[src/rtl/gpu_rect_renderer.sv]
// rtl/gpu_rect_renderer.sv - frame renderer: background clear followed by one clipped rectangle fill
//
// Purpose:
//   Each accepted frame request writes the whole back buffer with the
//   background shade. It then writes one axis-aligned rectangle with the
//   foreground shade. One pixel is written per clock and there are no gap
//   cycles between the clear and the fill.
//
// Ports:
//   clk                 GPU / frame-buffer write clock
//   reset               synchronous reset, active-low
//   gpu_start           frame request level from the frame buffer
//   cmd_x0, cmd_y0      rectangle top-left corner (inclusive)
//   cmd_x1, cmd_y1      rectangle bottom-right corner (inclusive)
//   cmd_color           rectangle grey level
//   cmd_bg              background clear grey level
//   gpu_x, gpu_y        current pixel coordinate (registered)
//   gpu_data            current pixel value (registered)
//   gpu_we              write strobe, one pixel per cycle while high
//   gpu_done            high when idle, low while rendering
module gpu_rect_renderer #(
  parameter int H_RES = 320,
  parameter int V_RES = 240
) (
  input  logic       clk,
  input  logic       reset,
  input  logic       gpu_start,
  input  logic [9:0] cmd_x0,
  input  logic [9:0] cmd_y0,
  input  logic [9:0] cmd_x1,
  input  logic [9:0] cmd_y1,
  input  logic [3:0] cmd_color,
  input  logic [3:0] cmd_bg,
  output logic [9:0] gpu_x,
  output logic [9:0] gpu_y,
  output logic [3:0] gpu_data,
  output logic       gpu_we,
  output logic       gpu_done
);

  localparam logic [9:0] X_LAST = 10'(H_RES - 1);
  localparam logic [9:0] Y_LAST = 10'(V_RES - 1);
  localparam logic [9:0] X_SIZE = 10'(H_RES);
  localparam logic [9:0] Y_SIZE = 10'(V_RES);

  typedef enum logic [1:0] {
    S_IDLE  = 2'd0,
    S_CLEAR = 2'd1,
    S_FILL  = 2'd2
  } state_t;

  state_t     r_state;
  state_t     w_state_nxt;

  logic [9:0] r_x;
  logic [9:0] r_y;
  logic [3:0] r_data;
  logic       r_we;
  logic       r_done;

  logic [9:0] w_x_nxt;
  logic [9:0] w_y_nxt;
  logic [3:0] w_data_nxt;
  logic       w_we_nxt;
  logic       w_done_nxt;
  logic       w_latch;

  // Frame command captured on the accept cycle; later cmd_* changes are ignored.
  logic [9:0] r_x0;
  logic [9:0] r_y0;
  logic [9:0] r_ex;
  logic [9:0] r_ey;
  logic [3:0] r_color;
  logic       r_fill_empty;

  // Clipped far corner and emptiness, evaluated on the raw command inputs.
  logic [9:0] w_ex;
  logic [9:0] w_ey;
  logic       w_fill_empty;

  assign w_ex = (cmd_x1 > X_LAST) ? X_LAST : cmd_x1;
  assign w_ey = (cmd_y1 > Y_LAST) ? Y_LAST : cmd_y1;
  assign w_fill_empty = (cmd_x0 > w_ex) || (cmd_y0 > w_ey) ||
                        (cmd_x0 >= X_SIZE) || (cmd_y0 >= Y_SIZE);

  assign gpu_x    = r_x;
  assign gpu_y    = r_y;
  assign gpu_data = r_data;
  assign gpu_we   = r_we;
  assign gpu_done = r_done;

  // Next-state and next-output logic. The outputs are registered, so each
  // branch computes the pixel that the next cycle presents. Coordinates and
  // data hold by default, which keeps the last pixel visible after completion.
  always_comb begin
    w_state_nxt = r_state;
    w_x_nxt     = r_x;
    w_y_nxt     = r_y;
    w_data_nxt  = r_data;
    w_we_nxt    = 1'b0;
    w_done_nxt  = 1'b1;
    w_latch     = 1'b0;

    case (r_state)
      S_IDLE: begin
        if (gpu_start) begin
          w_latch     = 1'b1;
          w_state_nxt = S_CLEAR;
          w_x_nxt     = 10'd0;
          w_y_nxt     = 10'd0;
          w_data_nxt  = cmd_bg;
          w_we_nxt    = 1'b1;
          w_done_nxt  = 1'b0;
        end
      end

      S_CLEAR: begin
        w_we_nxt   = 1'b1;
        w_done_nxt = 1'b0;
        if (r_x != X_LAST) begin
          w_x_nxt = r_x + 10'd1;
        end else if (r_y != Y_LAST) begin
          w_x_nxt = 10'd0;
          w_y_nxt = r_y + 10'd1;
        end else if (r_fill_empty) begin
          w_state_nxt = S_IDLE;
          w_we_nxt    = 1'b0;
          w_done_nxt  = 1'b1;
        end else begin
          // The last clear pixel hands off directly to the first fill pixel.
          w_state_nxt = S_FILL;
          w_x_nxt     = r_x0;
          w_y_nxt     = r_y0;
          w_data_nxt  = r_color;
        end
      end

      S_FILL: begin
        w_we_nxt   = 1'b1;
        w_done_nxt = 1'b0;
        if (r_x != r_ex) begin
          w_x_nxt = r_x + 10'd1;
        end else if (r_y != r_ey) begin
          w_x_nxt = r_x0;
          w_y_nxt = r_y + 10'd1;
        end else begin
          w_state_nxt = S_IDLE;
          w_we_nxt    = 1'b0;
          w_done_nxt  = 1'b1;
        end
      end

      default: begin
        w_state_nxt = S_IDLE;
      end
    endcase
  end

  always_ff @(posedge clk) begin
    if (!reset) begin
      r_state <= S_IDLE;
      r_x     <= 10'd0;
      r_y     <= 10'd0;
      r_data  <= 4'd0;
      r_we    <= 1'b0;
      r_done  <= 1'b1;
    end else begin
      r_state <= w_state_nxt;
      r_x     <= w_x_nxt;
      r_y     <= w_y_nxt;
      r_data  <= w_data_nxt;
      r_we    <= w_we_nxt;
      r_done  <= w_done_nxt;
    end
  end

  always_ff @(posedge clk) begin
    if (!reset) begin
      r_x0         <= 10'd0;
      r_y0         <= 10'd0;
      r_ex         <= 10'd0;
      r_ey         <= 10'd0;
      r_color      <= 4'd0;
      r_fill_empty <= 1'b1;
    end else if (w_latch) begin
      r_x0         <= cmd_x0;
      r_y0         <= cmd_y0;
      r_ex         <= w_ex;
      r_ey         <= w_ey;
      r_color      <= cmd_color;
      r_fill_empty <= w_fill_empty;
    end
  end

endmodule
[config.mk]
export PLATFORM = sky130hd
export DESIGN_NAME = gpu_rect_renderer
export DESIGN_NICKNAME = d
export VERILOG_FILES = /design/src/rtl/gpu_rect_renderer.sv
export SDC_FILE = /design/constraint.sdc
export NUM_CORES = 1
export LEC_CHECK = 0
export ABC_AREA = 1
export BUFFER_PORTS_ARGS = -buffer_cell sky130_fd_sc_hd__buf_2
export CAP_MARGIN = 5
export CORE_MARGIN = 4
export CORE_UTILIZATION = 50
export CTS_BUF_LIST = sky130_fd_sc_hd__clkbuf_4 sky130_fd_sc_hd__clkbuf_8 sky130_fd_sc_hd__clkbuf_16
export DETAILED_ROUTE_END_ITERATION = 8
export PLACE_DENSITY = 0.77
export SYNTH_ARGS = -nofsm -noshare
export SYNTH_HDL_FRONTEND = slang
export SYNTH_SLANG_ARGS = --single-unit
[constraint.sdc]
create_clock -name clk -period 2.7 [get_ports clk]
set_clock_uncertainty 0.1 [all_clocks]
set_input_delay 0.54 -clock clk [delete_from_list [all_inputs] [get_ports clk]]
set_output_delay 0.54 -clock clk [all_outputs]
set_load 0.02 [all_outputs]
---- After elaboration in Yosys (flattened, before gate mapping) ----
Cells that the tools add are included.
word-level totals
  input bits .............................. 51
  output and inout bits ................... 26
  bits in registers ....................... 73
  word-level logic and storage cells ...... 88
cells by class
  add/subtract/negate cells ............... 2
  multiplexer cells ....................... 42
  reductions and logical operators ........ 10
  equality and inequality tests ........... 16
  order comparisons ....................... 6
operator list
  kind                                                                                  count
  10-bit 2-to-1 mux                                                                     13
  10-bit case mux with 3 select lines                                                   2
  10-bit by 1-bit adder with 10-bit output, second input constant                       2
  10-bit > comparator                                                                   2
  10-bit != test                                                                        2
  4-bit 2-to-1 mux                                                                      4
  2-bit != test, second input constant                                                  7
  1-bit 2-to-1 mux                                                                      13
  2-bit 2-to-1 mux                                                                      6
  10-bit by 8-bit greater-or-equal comparator with 1-bit output, second input constant  1
  10-bit by 9-bit greater-or-equal comparator with 1-bit output, second input constant  1
  10-bit by 8-bit > comparator with 1-bit output, second input constant                 1
  10-bit by 9-bit > comparator with 1-bit output, second input constant                 1
  10-bit by 8-bit != test with 1-bit output, second input constant                      1
  10-bit by 9-bit != test with 1-bit output, second input constant                      1
  5-bit AND reduction                                                                   2
  4-bit case mux with 2 select lines                                                    1
  3-bit != test, second input constant                                                  2
  1-bit case mux with 3 select lines                                                    2
  2-bit case mux with 3 select lines                                                    1
  6-bit AND reduction                                                                   1
  4-bit != test, second input constant                                                  1
  4-bit AND reduction                                                                   1
  1-bit logical OR                                                                      3
  5 further kinds                                                                       5

---- Logic depth before layout (Yosys ltp) ----
Gate-level depths: netlist (run 1).
  depth after elaboration ................. 6
  mapped depth ............................ 14
  mapped depth without buffers ............ 14

---- Least setup slack after synthesis (run 1) ----
Ideal clock, no wire load.
  path kind ............................... input -> register
  start ................................... input port cmd_x1[6]
  end ..................................... register r_fill_empty
  stages .................................. 12
  library setup time ...................... 0.125 ns
  required time ........................... 2.475 ns
  slack ................................... 0.434 ns
  data arrival time ....................... 2.041 ns
  buffers on the path ..................... 0
  cell sequence ........................... or2_2 -> a21oi_1 -> inv_1 -> nor2_1 -> ha_1 -> a21oi_1 -> o21a_1 -> o211ai_1 -> nand2_1 -> nand3_1 -> o21ai_0 -> nand2_1
between the ends
  cells in the longest elaborated chain, start to end .. 6
ends and longest elaborated chain
  what                                            RTL line  text
  start: declaration                              30        input logic [9:0] cmd_x1,
  10-bit by 9-bit > comparator with 1-bit output  81        assign w_ex = (cmd_x1 > X_LAST) ? X_LAST : cmd_x1;
  10-bit 2-to-1 mux *                             81
  10-bit > comparator *                           83        assign w_fill_empty = (cmd_x0 > w_ex) || (cmd_y0 > w_ey) ||
  1-bit logical OR * (2 in series)                83
  1-bit logical OR *                              84        (cmd_x0 >= X_SIZE) || (cmd_y0 >= Y_SIZE);
  end signal: assignment                          191       r_fill_empty <= w_fill_empty;
  end: declaration                                74        logic r_fill_empty;
Every way passes the cells marked *; elsewhere a longest branch is shown, timed or not.
A chain may end at the register's enable or synchronous reset.

---- Worst setup path in the final report (run 1) ----
  start ................................... register r_x[0], in the netlist gpu_x[0]
  end ..................................... register r_y[4], in the netlist gpu_y[4]
between the ends
  cells in the longest elaborated chain, start to end .. 3
  elaborated cells between the ends (all ways) .. 5
  those cells by class .................... eq/ne (4); reduce/logical (1)
ends and longest elaborated chain
  what                                                                         RTL line  text
  start: declaration                                                           55        logic [9:0] r_x;
  start signal: assignment                                                     169       r_x <= w_x_nxt;
  10-bit != test or 10-bit by 9-bit != test with 1-bit output (tied branches)  141, 120
  2-bit != test (no line)                                                      n/a
  6-bit AND reduction (no line) *                                              n/a
  end signal: assignment                                                       170       r_y <= w_y_nxt;
  end: declaration                                                             56        logic [9:0] r_y;
Marks and branches as above.

==> impl_results.md, run 1 <==
* Worst setup margin at 0.354 ns
* Post-CTS Setup Inserts at 0
* First-pass GRT wire length at 20600 µm
* P_sw at 1.21 mW
* Fill cells at 922
* Adder-cell area share of the yosys netlist at 0.0691
* CTS tree: done
* Share of cells above drive strength 1 at 0.171
* First DRT Iteration DRCs at 265
* N_diodes at 0
* DR pass1 iterations at 5
* Crit share post-route at 0.869
* Post-DP HPWL at 9530 µm
* Residual DRC at 0
* Hold-critical path endpoint: r_ey[9]$_SDFFE_PN0P_
* Critical Path End Type: flop
* Synthesis warning total at 0
* CTS Buf Count at 9
* CTS H-tree depth at 3
* Fin nets at 868
* Cells on worst reg2reg path at 13
* CTS sink count at 73
* Post-route core utilization at 0.582
* WL/cell at 13.7 µm
* R2r setup slk at 0.35 ns
* Placed cell area at 0.00518 mm²
* Sw frac at 0.386
* Worst hold slack at 0.350 ns
* Crit path DAT at 2.52 ns
* Hold path startpoint: r_ey[9]$_SDFFE_PN0P_
* Internal at 1.93 mW
* Die Ht at 105 µm
* Commonest non-fill, non-tap cell in the layout: nand2_1
* Antenna violations before repair at 0
* Avg Inst Size Synth at 6.54 µm²
* Max_slew headroom at 0.594
* HP Class: reg2reg
* Critical path fanouts, max at 10
* Min Tclk post-route at 2.35 ns
* Vias at 4846
* Detailed Route WL at 12400 µm
* Worst-Skew Late Latency at 0.35 ns
* VDD IR max at 0.250 mV
* Top-level port count at 77
* Core area at 0.00920 mm²
* Port bufs at 76
* Largest net degree at the start of global routing at 41
* Clock share of power at 0.248
* Final antenna-violating net count at 0
* Post_cts resized at 0
* Comb pwr share at 0.337
* Power per Cell Area at 587 mW/mm²
* Rows at 35
* Multiplexer share of the synthesized area at 0
* Setup TNS at 0 ns
* Commonest cells after routing, fill and taps aside: 161 x nand2_1, 100 x nor2_1, 79 x inv_1, 76 x buf_2, 73 x dfxtp_1
* #FFs+latches synth at 73
* Clock slew at reported path FFs at 0.08 ns
* Vias in the first global route at 4480
* Register area share after synthesis at 0.310
* Synthesized area at 0.00471 mm²
* Synth Area in Compound Gates at 0.181
* Distinct cells, synth at 41
* Simple-Gate Fraction of Synth Area at 0.309
* Tot GR Track Use at 0.226
* Main combinational cell family by area after synthesis: simple AND/OR/NAND/NOR gates
* Initial Util at 0.512
* Unrepaired setup endpoints after global routing: no
* Synth-to-layout area growth at 13.7%
* Static leakage at 2.46 nW
* Placed instance count at 891
* Fmax at 0.426 GHz
* Pre-CTS WS at 0.115 ns
* Flop pwr share at 0.416
* Die footprint at 0.0110 mm²
* Hold-critical path depth at 2
* CTS root buffer: clkbuf_8
* Final hold vios at 0
* Final setup viols at 0
* Grt total ovfl at 0
* Worst-margin pin slew at 0.608 ns
* Clk buf depth at 2
* R2R Path Start: gpu_x[0]$_SDFFE_PN0P_
* Status: complete, no violations
* Setup crit start kind: flop
* Die W at 105 µm
* Post-route cell area at 0.00535 mm²
* MaxCap Viol Count at 0
* Pins Over Slew Limit at 0
* Worst EP required at 2.87 ns
* CTS Hold Bufs at 0
* Synth Instances at 720
* Post-route insts no fill at 906
* XOR/XNOR share of the synthesized area at 0.0279
* Vias/cell at 5.35
* Crit path kind: reg2reg
* FF-to-FF End: gpu_y[4]$_SDFFE_PN0P_
* Final Total Pwr at 3.14 mW
* GP Congestion at 0.939
layout make-up:
class / instances / area (µm²) / share of cell area
multi-input combinational: 529 / 2770 / 0.518
sequential: 73 / 1460 / 0.273
timing repair buffer: 85 / 460 / 0.0860
inverter: 93 / 350 / 0.0655
clock buffer: 12 / 153 / 0.0285
tap: 111 / 139 / 0.0259
clock inverter: 3 / 17.5 / 0.00327
cells by family (layout without fill, tap and decap cells):
kind of cell,after synthesis,count (layout)
fa+ha+maj,26,26
simple gates,340,340
xor+xnor,15,15
compound gates,145,145
flops,73,73
buf+inv,120,193
other cells,1,3
registers in the layout (all words and copies together) (netlist names):
name          cells
r_y0             10
gpu_data          4
gpu_x            10
gpu_done          1
gpu_y            10
r_state           2
gpu_we            1
r_color           4
r_x0             10
r_ey             10
r_fill_empty      1
r_ex             10
synthesized netlist by cell type (all sizes together):
master	instances	area, µm²
nor3	7	57.6
conb	1	3.75
a211oi	2	15.0
a31oi	1	12.5
a21oi	61	332
o2111ai	2	17.5
or2	3	18.8
clkinv	2	8.75
and3	1	6.26
ha	26	325
nand3	50	260
buf	8	57.6
o211ai	17	128
xor2	9	78.8
dfxtp	73	1460
o211a	4	40.0
o22ai	2	12.5
nor4	1	6.26
nor2	104	410
nand2	164	628
clkbuf	19	73.8
inv	91	342
nand3b	2	15.0
xnor2	6	52.6
o21bai	3	22.5
o21ai	52	264
o21a	1	7.51
nand4	8	50.1
metal layers:
layer / vias up / GRT usage / share of wire
li1: 2483 / - / -
met1: 2169 / 0.301 / 0.47
met2: 168 / 0.361 / 0.46
met3: 26 / 0.0469 / 0.058
met4: 0 / 0.0806 / 0.020
met5: - / 0 / 0
worst max-delay path by stage:
stage / startpoint / slack (ns) / depth (start not counted) / endpoint
after floorplan: cmd_x1[6] / 0.43 / 12 / r_fill_empty$_SDFFE_PN1P_
after global placement: cmd_x1[6] / 0.21 / 13 / r_fill_empty$_SDFFE_PN1P_
after detailed placement: cmd_x1[6] / 0.12 / 14 / r_fill_empty$_SDFFE_PN1P_
after CTS: gpu_x[0]$_SDFFE_PN0P_ / 0.34 / 13 / gpu_y[4]$_SDFFE_PN0P_
after global routing: gpu_x[0]$_SDFFE_PN0P_ / 0.11 / 12 / gpu_x[2]$_SDFFE_PN0P_
final: gpu_x[0]$_SDFFE_PN0P_ / 0.35 / 13 / gpu_y[4]$_SDFFE_PN0P_
power groups by stage:
stage	clock, mW	combinational, mW	sequential, mW
finish	0.779	1.06	1.31
floorplan	0	0.724	1.34
detailed placement	0	1.05	1.33
CTS	0.794	1.06	1.30
global route	0.832	1.18	1.32
global placement	0	1.02	1.32
worst max-delay path, stage by stage (launching register included):
cell	delay [ns]
dfxtp_1	0.43
ha_1	0.21
nand2_2	0.09
nor2_4	0.15
inv_2	0.07
nor2_1	0.10
nand2_1	0.12
nand2_1	0.12
o21ai_2	0.09
nor2_1	0.09
nand3_1	0.24
clkinv_2	0.22
nand2_1	0.08
a21oi_1	0.16
(Power assumes the default switching activity.)
==> inputs of run 2 (changes only) <==
--- a/config.mk
+++ b/config.mk
@@ -9,10 +9,10 @@
 export BUFFER_PORTS_ARGS = -buffer_cell sky130_fd_sc_hd__buf_2
 export CAP_MARGIN = 5
 export CORE_MARGIN = 4
-export CORE_UTILIZATION = 50
+export CORE_UTILIZATION = 55
 export CTS_BUF_LIST = sky130_fd_sc_hd__clkbuf_4 sky130_fd_sc_hd__clkbuf_8 sky130_fd_sc_hd__clkbuf_16
 export DETAILED_ROUTE_END_ITERATION = 8
-export PLACE_DENSITY = 0.77
+export PLACE_DENSITY = 0.83
 export SYNTH_ARGS = -nofsm -noshare
 export SYNTH_HDL_FRONTEND = slang
 export SYNTH_SLANG_ARGS = --single-unit
==> run 2 against run 1 <==
  * Sequential share of layout area decreased by 0.18 points
  * Count of clock-buffer cells in the layout down 1
  * Sequential power barely moved
  * Register-to-register slack got worse by 0.02 ns
  * Largest cell class unchanged
  * Via count increased by 1.2%
  * Cell area grew 0.65%
  * Global-route usage up 2.1 points
  * Core utilization increased by 7.0 points
  * Highest routed layer unchanged
  * Routed wire length is 0.96% lower
  * First-iteration DRC count increased by 17%
==> impl_results.md, run 2 (synthesized netlist as in run 1, its figures left out) <==
* CTS Hold Bufs at 0
* Commonest non-fill, non-tap cell in the layout: nand2_1
* Power per Cell Area at 617 mW/mm²
* First-pass GRT wire length at 20300 µm
* Worst hold slack at 0.339 ns
* Vias in the first global route at 4482
* CTS sink count at 73
* CTS Buf Count at 9
* CTS H-tree depth at 3
* Final setup viols at 0
* Post-DP HPWL at 9330 µm
* Setup TNS at 0 ns
* Post_cts resized at 0
* Crit path DAT at 2.53 ns
* Die footprint at 0.0101 mm²
* Tot GR Track Use at 0.246
* Share of cells above drive strength 1 at 0.173
* VDD IR max at 0.281 mV
* Final antenna-violating net count at 0
* GP Congestion at 0.917
* Hold path startpoint: cmd_color[2]
* WL/cell at 13.6 µm
* N_diodes at 0
* Detailed Route WL at 12300 µm
* Port bufs at 76
* Crit path kind: reg2reg
* Fill cells at 743
* Clock slew at reported path FFs at 0.08 ns
* Pins Over Slew Limit at 0
* Final hold vios at 0
* MaxCap Viol Count at 0
* Crit path launch: r_state[1]$_SDFFE_PN0P_
* Top-level port count at 77
* Static leakage at 2.49 nW
* Vias at 4902
* Max_slew headroom at 0.609
* Initial Util at 0.570
* Min Tclk post-route at 2.37 ns
* Critical Path End Type: flop
* CTS tree: done
* Crit share post-route at 0.876
* Multi-input gate area at 0.00277 mm²
* Residual DRC at 0
* Fin nets at 869
* R2R Path Start: r_state[1]$_SDFFE_PN0P_
* Status: complete, no violations
* Clk buf depth at 2
* CTS root buffer: clkbuf_8
* Register area at 0.00146 mm²
* Rows at 33
* Grt total ovfl at 0
* First DRT Iteration DRCs at 310
* Worst-margin pin slew at 0.587 ns
* Worst-Skew Late Latency at 0.35 ns
* Commonest cells after routing, fill and taps aside: 161 x nand2_1, 100 x nor2_1, 79 x inv_1, 76 x buf_2, 73 x dfxtp_1
* Setup crit start kind: flop
* Core area at 0.00826 mm²
* Vias/cell at 5.43
* Antenna violations before repair at 0
* Die Ht at 101 µm
* Synth-to-layout area growth at 14.5%
* Fmax at 0.423 GHz
* HP Class: in2reg
* Critical path fanouts, max at 11
* Worst EP required at 2.87 ns
* Unrepaired setup endpoints after global routing: no
* DR pass1 iterations at 6
* Die W at 101 µm
* Largest net degree at the start of global routing at 48
* Post-CTS Setup Inserts at 0
## run 2: cell count changes in the layout (fill, tap and decap cells not counted)
cell | before | now
bufinv_16 | 0 | 2
clkinvlp_4 | 1 | 0
buf_4 | 8 | 10
buf_12 | 1 | 0
inv_6 | 0 | 1
clkbuf_8 | 10 | 9
## run 2: worst max-delay path, cell delays in order, from the launching register on
cell and delay (ns):
dfxtp_1 0.35, inv_1 0.09, ha_1 0.41, clkinv_1 0.37
nor2_2 0.47, inv_1 0.11, o22ai_1 0.15, nand3_1 0.09
a21oi_1 0.15
## run 2: worst paths after layout
path,end,slack (ns),cells past startpoint
setup / recovery,gpu_y[3]$_SDFFE_PN0P_,0.33,8
hold / removal,r_color[2]$_SDFFE_PN0P_,0.34,3
hold reg to reg,r_ey[8]$_SDFFE_PN0P_,0.36,2
setup reg to reg,gpu_y[3]$_SDFFE_PN0P_,0.33,8
## run 2: layer usage
metal | vias up | GRT usage | wire (µm)
met2 | 182 | 0.394 | 5680
met3 | 20 | 0.0311 | 948
met1 | 2214 | 0.343 | 5470
met5 | - | 0 | 0
li1 | 2486 | - | -
met4 | 0 | 0.0839 | 187
## run 2: area by class of cell
cell class | instances | area share
clock buffers | 11 | 0.0258
clock inverters | 5 | 0.0146
inverters | 93 | 0.0650
multi-input cells | 529 | 0.514
flip-flops and latches | 73 | 0.271
well taps | 105 | 0.0244
repair buffers | 86 | 0.0845
## run 2: power by group
group / switching (mW) / leakage (nW) / internal, mW
clock network: 0.423 / 0.115 / 0.542
registers: 0.0850 / 0.600 / 1.21
logic: 0.723 / 1.77 / 0.335
total: 1.23 / 2.49 / 2.09
## run 2: stage by stage
stage	utilization	instances	instance area [µm²]	setup WS (ns)	power [mW]
2_1_floorplan	-	722	4710	0.434	2.06
3_3_place_gp	0.626	886	5170	0.220	2.33
3_5_place_dp	0.626	886	5170	0.115	2.36
4_1_cts	0.652	902	5390	0.366	3.31
5_1_grt	0.652	902	5390	0.146	3.52
6_report	0.652	902	5390	0.334	3.32
